[src/rtl/progmem_loader_if.sv]
`default_nettype none
// ============================================================================
// Module      : progmem_loader_if
// Description : Byte-stream input and program-memory write port of the loader.
// Revision    : 1.0 - initial release
// ============================================================================
interface progmem_loader_if;
    logic [7:0]  i_byte;
    logic        i_byte_valid;
    logic        o_byte_ready;
    logic        o_we;
    logic [7:0]  o_addr;
    logic [39:0] o_data;

    // Loader side: consumes the byte stream, drives the memory write port.
    modport slave (
        input  i_byte,
        input  i_byte_valid,
        output o_byte_ready,
        output o_we,
        output o_addr,
        output o_data
    );

    // Stream source / memory side.
    modport master (
        output i_byte,
        output i_byte_valid,
        input  o_byte_ready,
        input  o_we,
        input  o_addr,
        input  o_data
    );
endinterface
`default_nettype wire

[src/rtl/progmem_loader.sv]
`default_nettype none
// ============================================================================
// Module      : progmem_loader
// Description : Writes a framed, XOR-checksummed byte stream of 40-bit words
//               into program memory and gates CPU execution on success.
// Revision    : 1.0 - initial release
// ============================================================================
module progmem_loader #(
    parameter int TIMEOUT_CYCLES = 65535
) (
    input  logic            i_clk,
    input  logic            i_rst_n,
    input  logic            i_start,
    progmem_loader_if.slave bus,
    output logic            o_busy,
    output logic            o_done,
    output logic            o_error,
    output logic            o_cpu_run
);

    // Counter only has to reach TIMEOUT_CYCLES-1; the hit is decoded there.
    localparam int c_TMO_W = (TIMEOUT_CYCLES > 2) ? $clog2(TIMEOUT_CYCLES) : 1;
    localparam logic [c_TMO_W-1:0] c_TMO_LAST = c_TMO_W'(TIMEOUT_CYCLES - 1);

    localparam logic [2:0] c_ST_IDLE = 3'd0;
    localparam logic [2:0] c_ST_HDR  = 3'd1;
    localparam logic [2:0] c_ST_DATA = 3'd2;
    localparam logic [2:0] c_ST_CSUM = 3'd3;
    localparam logic [2:0] c_ST_DONE = 3'd4;
    localparam logic [2:0] c_ST_ERR  = 3'd5;

    logic [2:0]         r_state;
    logic [2:0]         w_state_nxt;
    logic               r_busy;
    logic               w_busy_nxt;

    logic [2:0]         r_byte_idx;
    logic [7:0]         r_word_idx;
    logic [7:0]         r_last_idx;
    logic [7:0]         r_acc;
    logic [31:0]        r_shift;
    logic [c_TMO_W-1:0] r_tmo;

    logic               r_we;
    logic [7:0]         r_addr;
    logic [39:0]        r_data;
    logic               r_done;
    logic               r_error;
    logic               r_cpu_run;

    logic               w_accept;
    logic               w_tmo_hit;
    logic               w_last_byte;
    logic               w_last_word;
    logic               w_csum_ok;
    logic               w_start;

    assign w_accept    = bus.i_byte_valid && r_busy;
    assign w_tmo_hit   = !w_accept && (r_tmo == c_TMO_LAST);
    assign w_last_byte = (r_byte_idx == 3'd4);
    assign w_last_word = (r_word_idx == r_last_idx);
    assign w_csum_ok   = (bus.i_byte == r_acc);
    assign w_start     = i_start && ((r_state == c_ST_IDLE) ||
                                     (r_state == c_ST_DONE) ||
                                     (r_state == c_ST_ERR));

    always_comb begin
        w_state_nxt = r_state;
        case (r_state)
            c_ST_IDLE, c_ST_DONE, c_ST_ERR: begin
                if (i_start) w_state_nxt = c_ST_HDR;
            end
            c_ST_HDR: begin
                if (w_accept)       w_state_nxt = c_ST_DATA;
                else if (w_tmo_hit) w_state_nxt = c_ST_ERR;
            end
            c_ST_DATA: begin
                if (w_accept) begin
                    if (w_last_byte && w_last_word) w_state_nxt = c_ST_CSUM;
                end else if (w_tmo_hit) begin
                    w_state_nxt = c_ST_ERR;
                end
            end
            c_ST_CSUM: begin
                if (w_accept)       w_state_nxt = w_csum_ok ? c_ST_DONE : c_ST_ERR;
                else if (w_tmo_hit) w_state_nxt = c_ST_ERR;
            end
            default: w_state_nxt = c_ST_IDLE;
        endcase
    end

    assign w_busy_nxt = (w_state_nxt == c_ST_HDR) ||
                        (w_state_nxt == c_ST_DATA) ||
                        (w_state_nxt == c_ST_CSUM);

    always_ff @(posedge i_clk or negedge i_rst_n) begin
        if (!i_rst_n) begin
            r_state <= c_ST_IDLE;
            r_busy  <= 1'b0;
        end else begin
            r_state <= w_state_nxt;
            r_busy  <= w_busy_nxt;
        end
    end

    always_ff @(posedge i_clk or negedge i_rst_n) begin
        if (!i_rst_n) begin
            r_byte_idx <= '0;
            r_word_idx <= '0;
            r_last_idx <= '0;
            r_acc      <= '0;
            r_shift    <= '0;
            r_tmo      <= '0;
            r_we       <= 1'b0;
            r_addr     <= '0;
            r_data     <= '0;
            r_done     <= 1'b0;
            r_error    <= 1'b0;
            r_cpu_run  <= 1'b0;
        end else begin
            r_we <= 1'b0;
            if (w_start) begin
                r_byte_idx <= '0;
                r_word_idx <= '0;
                r_acc      <= '0;
                r_tmo      <= '0;
                r_done     <= 1'b0;
                r_error    <= 1'b0;
                r_cpu_run  <= 1'b0;
            end else if (r_busy) begin
                if (w_accept) r_tmo <= '0;
                else          r_tmo <= r_tmo + 1'b1;

                if (w_tmo_hit) r_error <= 1'b0 | 1'b1;

                if (w_accept) begin
                    case (r_state)
                        c_ST_HDR: begin
                            // A count byte of 0 wraps to 255, i.e. 256 words.
                            r_acc      <= bus.i_byte;
                            r_last_idx <= bus.i_byte - 8'd1;
                        end
                        c_ST_DATA: begin
                            r_acc   <= r_acc ^ bus.i_byte;
                            r_shift <= {r_shift[23:0], bus.i_byte};
                            if (w_last_byte) begin
                                r_we       <= 1'b1;
                                r_addr     <= r_word_idx;
                                r_data     <= {r_shift, bus.i_byte};
                                r_byte_idx <= '0;
                                if (!w_last_word) r_word_idx <= r_word_idx + 8'd1;
                            end else begin
                                r_byte_idx <= r_byte_idx + 3'd1;
                            end
                        end
                        c_ST_CSUM: begin
                            if (w_csum_ok) begin
                                r_done    <= 1'b1;
                                r_cpu_run <= 1'b1;
                            end else begin
                                r_error   <= 1'b1;
                            end
                        end
                        default: ;
                    endcase
                end
            end
        end
    end

    assign bus.o_byte_ready = r_busy;
    assign bus.o_we         = r_we;
    assign bus.o_addr       = r_addr;
    assign bus.o_data       = r_data;
    assign o_busy           = r_busy;
    assign o_done           = r_done;
    assign o_error          = r_error;
    assign o_cpu_run        = r_cpu_run;

endmodule
`default_nettype wire

[src/flat_wrapper.sv]
// flat-port wrapper written by rule: the top's interface ports become plain ports
module progmem_loader_flat 
#(
    parameter int TIMEOUT_CYCLES = 65535
)
  (i_clk, i_rst_n, i_start, o_busy, o_done, o_error, o_cpu_run, bus_i_byte, bus_i_byte_valid, bus_o_byte_ready, bus_o_we, bus_o_addr, bus_o_data);
  progmem_loader_if bus_i ();
  input  logic i_clk;
  input  logic i_rst_n;
  input  logic i_start;
  output logic o_busy;
  output logic o_done;
  output logic o_error;
  output logic o_cpu_run;
  input wire logic [$bits(bus_i.i_byte)-1:0] bus_i_byte;
  input wire logic [$bits(bus_i.i_byte_valid)-1:0] bus_i_byte_valid;
  output wire logic [$bits(bus_i.o_byte_ready)-1:0] bus_o_byte_ready;
  output wire logic [$bits(bus_i.o_we)-1:0] bus_o_we;
  output wire logic [$bits(bus_i.o_addr)-1:0] bus_o_addr;
  output wire logic [$bits(bus_i.o_data)-1:0] bus_o_data;
  assign bus_i.i_byte = bus_i_byte;
  assign bus_i.i_byte_valid = bus_i_byte_valid;
  assign bus_o_byte_ready = bus_i.o_byte_ready;
  assign bus_o_we = bus_i.o_we;
  assign bus_o_addr = bus_i.o_addr;
  assign bus_o_data = bus_i.o_data;
  progmem_loader #(.TIMEOUT_CYCLES(TIMEOUT_CYCLES)) u_core (.i_clk(i_clk), .i_rst_n(i_rst_n), .i_start(i_start), .bus(bus_i), .o_busy(o_busy), .o_done(o_done), .o_error(o_error), .o_cpu_run(o_cpu_run));
endmodule
[config.mk]
export PLATFORM = sky130hd
export DESIGN_NAME = progmem_loader_flat
export DESIGN_NICKNAME = d
export VERILOG_FILES = /design/src/rtl/progmem_loader_if.sv /design/src/rtl/progmem_loader.sv /design/src/flat_wrapper.sv
export SDC_FILE = /design/constraint.sdc
export NUM_CORES = 1
export LEC_CHECK = 0
export CORE_MARGIN = 5
export CORE_UTILIZATION = 40
export CTS_CLUSTER_DIAMETER = 50
export DETAILED_ROUTE_END_ITERATION = 8
export HOLD_SLACK_MARGIN = 0.1
export PLACE_DENSITY = 0.57
export SYNTH_ARGS = -nofsm -noshare
export SYNTH_HDL_FRONTEND = slang
export SYNTH_SLANG_ARGS = --single-unit
export TNS_END_PERCENT = 1
[constraint.sdc]
create_clock -name i_clk -period 2.5 [get_ports i_clk]
set_input_delay 0.25 -clock i_clk [delete_from_list [all_inputs] [get_ports i_clk]]
set_output_delay 0.25 -clock i_clk [all_outputs]
set_load 0.02 [all_outputs]
; ---- After elaboration in Yosys (flattened, before gate mapping)
; Cells that the tools add are included.
[word_totals]
reg_bits = 130
output_inout_bits = 54
input_bits = 12
wordCells = 99
[classes]
n_reduce_logical = 25
n_eq_ne = 13
add_sub_neg = 4
bitwise_logic = 2
muxes = 42
[op_table]
columns = op, n
row1 = two-way mux 8 bit, 9
row2 = two-way mux 16 bit, 3
row3 = two-way mux 3 bit, 11
row4 = two-way mux 1 bit, 17
row5 = adder 16 x 1 -> 16 bit (second input constant), 1
row6 = equality test 16 bit (second input constant), 1
row7 = equality test 8 bit, 2
row8 = one-hot mux 8 bit (2 select lines), 1
row9 = equality test 3 x 2 -> 1 bit (second input constant), 4
row10 = one-hot mux 3 bit (4 select lines), 1
row11 = AND reduction 4 bit, 3
row12 = nonzero test 2 bit, 6
row13 = AND reduction 5 bit, 2
row14 = equality test 3 bit (second input constant), 3
row15 = adder 8 x 1 -> 8 bit (second input constant), 1
row16 = subtractor 8 x 1 -> 8 bit (second input constant), 1
row17 = bitwise XOR 8 bit, 1
row18 = equality test 3 x 1 -> 1 bit (second input constant), 2
row19 = AND reduction 3 bit, 2
row20 = logical AND 1 bit, 4
row21 = logical OR 1 bit, 4
row22 = adder 3 x 1 -> 3 bit (second input constant), 1
row23 = zero test 3 bit, 1
row24 = nonzero test 3 bit, 1
row25 = 4 further kinds, 4

; ---- Longest topological paths before layout
[logic_depth]
ltp_word = 9
mapped_depth = 9
depth_no_buf = 7

; ---- Worst setup path before layout
; No wires, ideal clock.
[synth_timing]
kind = reg2reg
from = reg u_core.r_state[0]
to = reg u_core.r_word_idx[5]
setup_ns = 0.079
setup_slack_ns = 0.445
required_time_ns = 2.421
path_buffers = 3
stages_incl_launch_ff = 9
arrival_ns = 1.975
synth_period_minus_slack_ns = 2.055
path_cell_list = dfrtp_1 buf_2 or3b_1 buf_2 nor3_4 o21ai_1 clkbuf_1 nor3_1 mux2i_1
[synth_via]
elab_chain_cells = 6
elab_cells_between_ends = 14
cone_classes = eq/ne: 4 / mux: 1 / reduce/logical: 9
[synth_lines]
columns = item, line_no
row1 = start: declaration, progmem_loader.sv:32  ; logic [2:0] r_state;
row2 = start signal: assignment, progmem_loader.sv:98  ; r_state <= c_ST_IDLE;
row3 = start signal: assignment, progmem_loader.sv:101  ; r_state <= w_state_nxt;
row4 = equality test 3 bit / zero test 3 bit (equally long branches), "progmem_loader.sv:64, progmem_loader.sv:63"
row5 = logical OR 1 bit, progmem_loader.sv:63  ; assign w_start = i_start && ((r_state == c_ST_IDLE) ||
row6 = logical OR 1 bit, progmem_loader.sv:64  ; (r_state == c_ST_DONE) ||
row7 = logical AND 1 bit, progmem_loader.sv:63
row8 = inequality test 2 bit (no source line) / nonzero test 2 bit (equally long branches), -
row9 = AND reduction 5 bit (no source line), -
row10 = end signal: assignment, progmem_loader.sv:151  ; if (!w_last_word) r_word_idx <= r_word_idx + 8'd1;
row11 = end: declaration, progmem_loader.sv:38  ; logic [7:0] r_word_idx;
; Several ways; a longest one is shown, not always the timed one.
; A chain may end at the register's enable or synchronous reset.

; ---- Final worst setup path
[layout_timing]
from = reg u_core.r_state[0]
to = reg u_core.r_data[26] (netlist: u_core.bus.o_data[26])
[layout_via]
elab_chain_cells = 6
elab_cells_between_ends = 9
cone_classes = eq/ne: 3 / bitwise: 1 / reduce/logical: 5
[layout_lines]
columns = item, line_no
row1 = equality test 3 bit / zero test 3 bit (equally long branches), "progmem_loader.sv:64, progmem_loader.sv:63"
row2 = logical OR 1 bit, progmem_loader.sv:63
row3 = logical OR 1 bit, progmem_loader.sv:64
row4 = logical AND 1 bit, progmem_loader.sv:63
row5 = inverter 1 bit (no source line), -
row6 = AND reduction 5 bit (no source line) *, -
row7 = end signal: assignment, progmem_loader.sv:149  ; r_data <= {r_shift, bus.i_byte};
row8 = end: declaration, progmem_loader.sv:46  ; logic [39:0] r_data;
; Mark *: on every way between the ends. The rest lies on a longest branch, timed or not.

==> results by group <==
Synthesis
  – YS warnings: 0
  – Mapped Area: 0.005827 mm^2
  – Number of synthesized flops with an enable pin: 0
  – Mapped Nets: 526
  – Number of distinct library cells after synthesis: 43
  – Post-synth top flop: dfrtp_1
  – Share of flip-flops with an asynchronous set or reset: 100.0%
  – Synth Register Bits: 130
  – Post-Syn Instances: 508
  – Syn avg cell area: 11.47 um^2
  – Post-synthesis sequential area ratio: 55.83%

Final layout
  – Nets: 604
  – Commonest non-fill, non-tap cell in the layout: dfrtp_1
  – P&R area growth vs syn: 26.61%
  – Diodes inserted: 0
  – Final core utilization: 51.14%
  – Most frequent cells in the layout: dfrtp_1, mux2_2, clkdlybuf4s50_1, nand2_1, o21ai_0
  – Share of cells above drive strength 1: 23.21%

Worst setup path
  – Critical path class: flop to flop
  – Slowest cell on the critical path: or3b_1
  – CP endpoint kind: flop
  – CP Launch Type: flop
  – Max FO, Critical Path: 28
  – Worst EP arrival: 2.39 ns
  – Worst r2r path cells: 5
  – Worst path cell trace: or3b_1 -> nor3_4 -> buf_12 -> buf_4 -> mux2_2
  – Critical Path Max Stage Delay: 0.45 ns
  – Reg2Reg Setup Slack: 0.39 ns
  – CP required: 2.79 ns

CTS
  – Clock transition at path regs: 0.05 ns
  – Setup Buffers After CTS: 0
  – Number of gates resized after CTS: 0
  – CTS Buf Count: 17
  – CTS tree: yes
  – Maximum clock path buffer count: 2
  – Post-CTS Hold Buffers: 1
  – Sink Count: 130
  – CTS H-tree depth: 4
  – Clock Root Buffer: clkbuf_16
  – Clk Latency, worst-skew pair: 0.42 ns

Pwr
  – Leak Pwr: 0.003283 uW
  – PD cells: 920.5 mW/mm^2
  – Peak VDD IR: 0.4633 mV

Floorplanning
  – IO Count: 66
  – Die area: 0.01708 mm^2
  – Die height: 130.7 um
  – Starting Density: 40.40%
  – Die X: 130.7 um
  – FP Rows: 44
  – Core box area: 0.01442 mm^2

Flow run
  – Max-cap viol count: 0

STA
  – Worst clock skew: 0.01171 ns
  – Period Utilization, post-route: 84.25%
  – Final Hold Vio Count: 0
  – Setup_tns: 0 ns
  – Slew Viols, Final: 0
  – F_max: 474.8 MHz
  – Fin crit period: 2.106 ns
  – Final setup fails: 0
  – Worst Tran Pin Value: 0.6513 ns
  – RSZ-0062 raised after global routing: no
  – Slew headroom: 56.58%

Routing
  – Vias per cell: 5.172
  – DRC: 0
  – Vias: 4050
  – Drt wl/cell: 16.34 um
  – Drt initial violations: 204
  – Antenna viol nets, final: 0
  – DR pass1 iterations: 4
  – Final WL: 12790 um

Global route
  – Vias in the first global route: 4248
  – Antenna violations before repair: 0
  – First-pass GRT wire length: 21720 um
  – Largest net degree at the start of global routing: 70
  – Total gr overflow: 0
  – Tot GR Track Use: 16.42%

Placed design
  – Dpl hpwl: 8922 um
  – Gp weighted congestion: 0.7885
  – Number of port buffers: 65

Outcome
  – Status: completed

Min path
  – Tightest Hold Check Type: primary input to asynchronous set/reset pin
-- critical path, delay by kind of cell (launching register included) --
| family | cells | cell delay [ns] |
|---|---|---|
| flops | 1 | 0.37 |
| buf+inv | 2 | 0.50 |
| mux | 1 | 0.36 |
| simple gates | 2 | 0.74 |
-- final timing paths --
check                                        end              start
setup / recovery           u_core.bus.o_data[26]  u_core.r_state[0]
hold / removal                   u_core.r_tmo[3]            i_rst_n
setup reg to reg           u_core.bus.o_data[26]  u_core.r_state[0]
hold reg to reg                 u_core.r_tmo[14]   u_core.r_tmo[14]
max in group asynchronous  u_core.bus.o_data[26]            i_rst_n
min in group i_clk              u_core.r_tmo[14]   u_core.r_tmo[14]
-- synthesized netlist by cell type, types with 2 or more instances --
master | instances | share of area, %
dfrtp_1 | 130 | 56
mux2_2 | 82 | 16
nand2_1 | 53 | 3.4
o21ai_0 | 36 | 3.1
nor2_1 | 30 | 1.9
a21oi_1 | 18 | 1.5
clkbuf_1 | 18 | 1.2
xor2_1 | 18 | 2.7
nand3_1 | 14 | 1.2
xnor2_1 | 12 | 1.8
buf_2 | 10 | 0.86
inv_1 | 10 | 0.64
nand4_1 | 8 | 0.86
ha_1 | 6 | 1.3
nor3_1 | 6 | 0.52
a31oi_1 | 5 | 0.54
nor4_1 | 5 | 0.54
o31ai_1 | 5 | 0.64
mux2i_1 | 4 | 0.69
o211ai_1 | 4 | 0.52
and4_1 | 3 | 0.45
nand2b_1 | 3 | 0.32
nor2b_1 | 3 | 0.32
or3_1 | 3 | 0.32
buf_4 | 2 | 0.26
nor3b_1 | 2 | 0.26
o311ai_0 | 2 | 0.30
-- per-layer routing --
| metal | share of wire, % | wire length [um] | track usage (%) | up-vias |
|---|---|---|---|---|
| met5 | 0 | 0 | 0 | - |
| met4 | 1.0 | 130 | 6.110 | 0 |
| met3 | 4.6 | 586 | 5.041 | 11 |
| met2 | 48 | 6164 | 25.37 | 86 |
| met1 | 46 | 5910 | 21.90 | 2016 |
| li1 | - | - | - | 1937 |
-- flip-flops by register name (all words and copies together), names as in the netlist --
signal	flops
u_core.r_byte_idx	3
u_core.bus.o_we	1
u_core.bus.o_data	40
u_core.r_tmo	16
u_core.bus.o_addr	8
u_core.bus.o_byte_ready	1
u_core.r_acc	8
u_core.r_state	3
u_core.o_error	1
u_core.r_word_idx	8
u_core.r_last_idx	8
u_core.o_done	1
u_core.r_shift	32
-- layout make-up --
class,instances,area [um^2]
well taps,184,230.2
multi-input cells,337,2407
repair buffers,90,867.1
clock inverters,11,131.4
clock buffers,21,450.4
inverters,10,37.54
fillers,1304,7047
flip-flops and latches,130,3253
-- cells by family after synthesis --
family,count (synthesis),synth area share (%)
multiplexers,86,16.53
flip-flops,130,55.83
AND/OR/NAND/NOR,139,11.47
buffers and inverters,41,2.985
AO/OA/AOI/OAI,76,7.387
XOR/XNOR,30,4.509
adder cells (fa/ha/maj),6,1.288
-- power breakdown --
part / leakage (uW) / switching [uW] / total, uW / internal [uW]
clock: 0.000274 / 918 / 2420 / 1500
combinational: 0.00126 / 815 / 1510 / 697
sequential: 0.00175 / 337 / 2860 / 2520
total: 0.00328 / 2070 / 6790 / 4720
-- metrics by stage --
stage          power (uW)  worst slack, ns  instance area, um^2  hold WS [ns]  instances
2_1_floorplan        3891           0.4452                 5827      -0.04559        508
3_3_place_gp         4349           0.2822                 6785        0.2910        750
3_5_place_dp         4425           0.2188                 6785        0.2977        750
4_1_cts              6875           0.3835                 7377        0.4347        783
5_1_grt              7224           0.3032                 7377        0.4651        783
6_report             6790           0.3937                 7377        0.4103        783
Power figures use the tool's default switching activity.
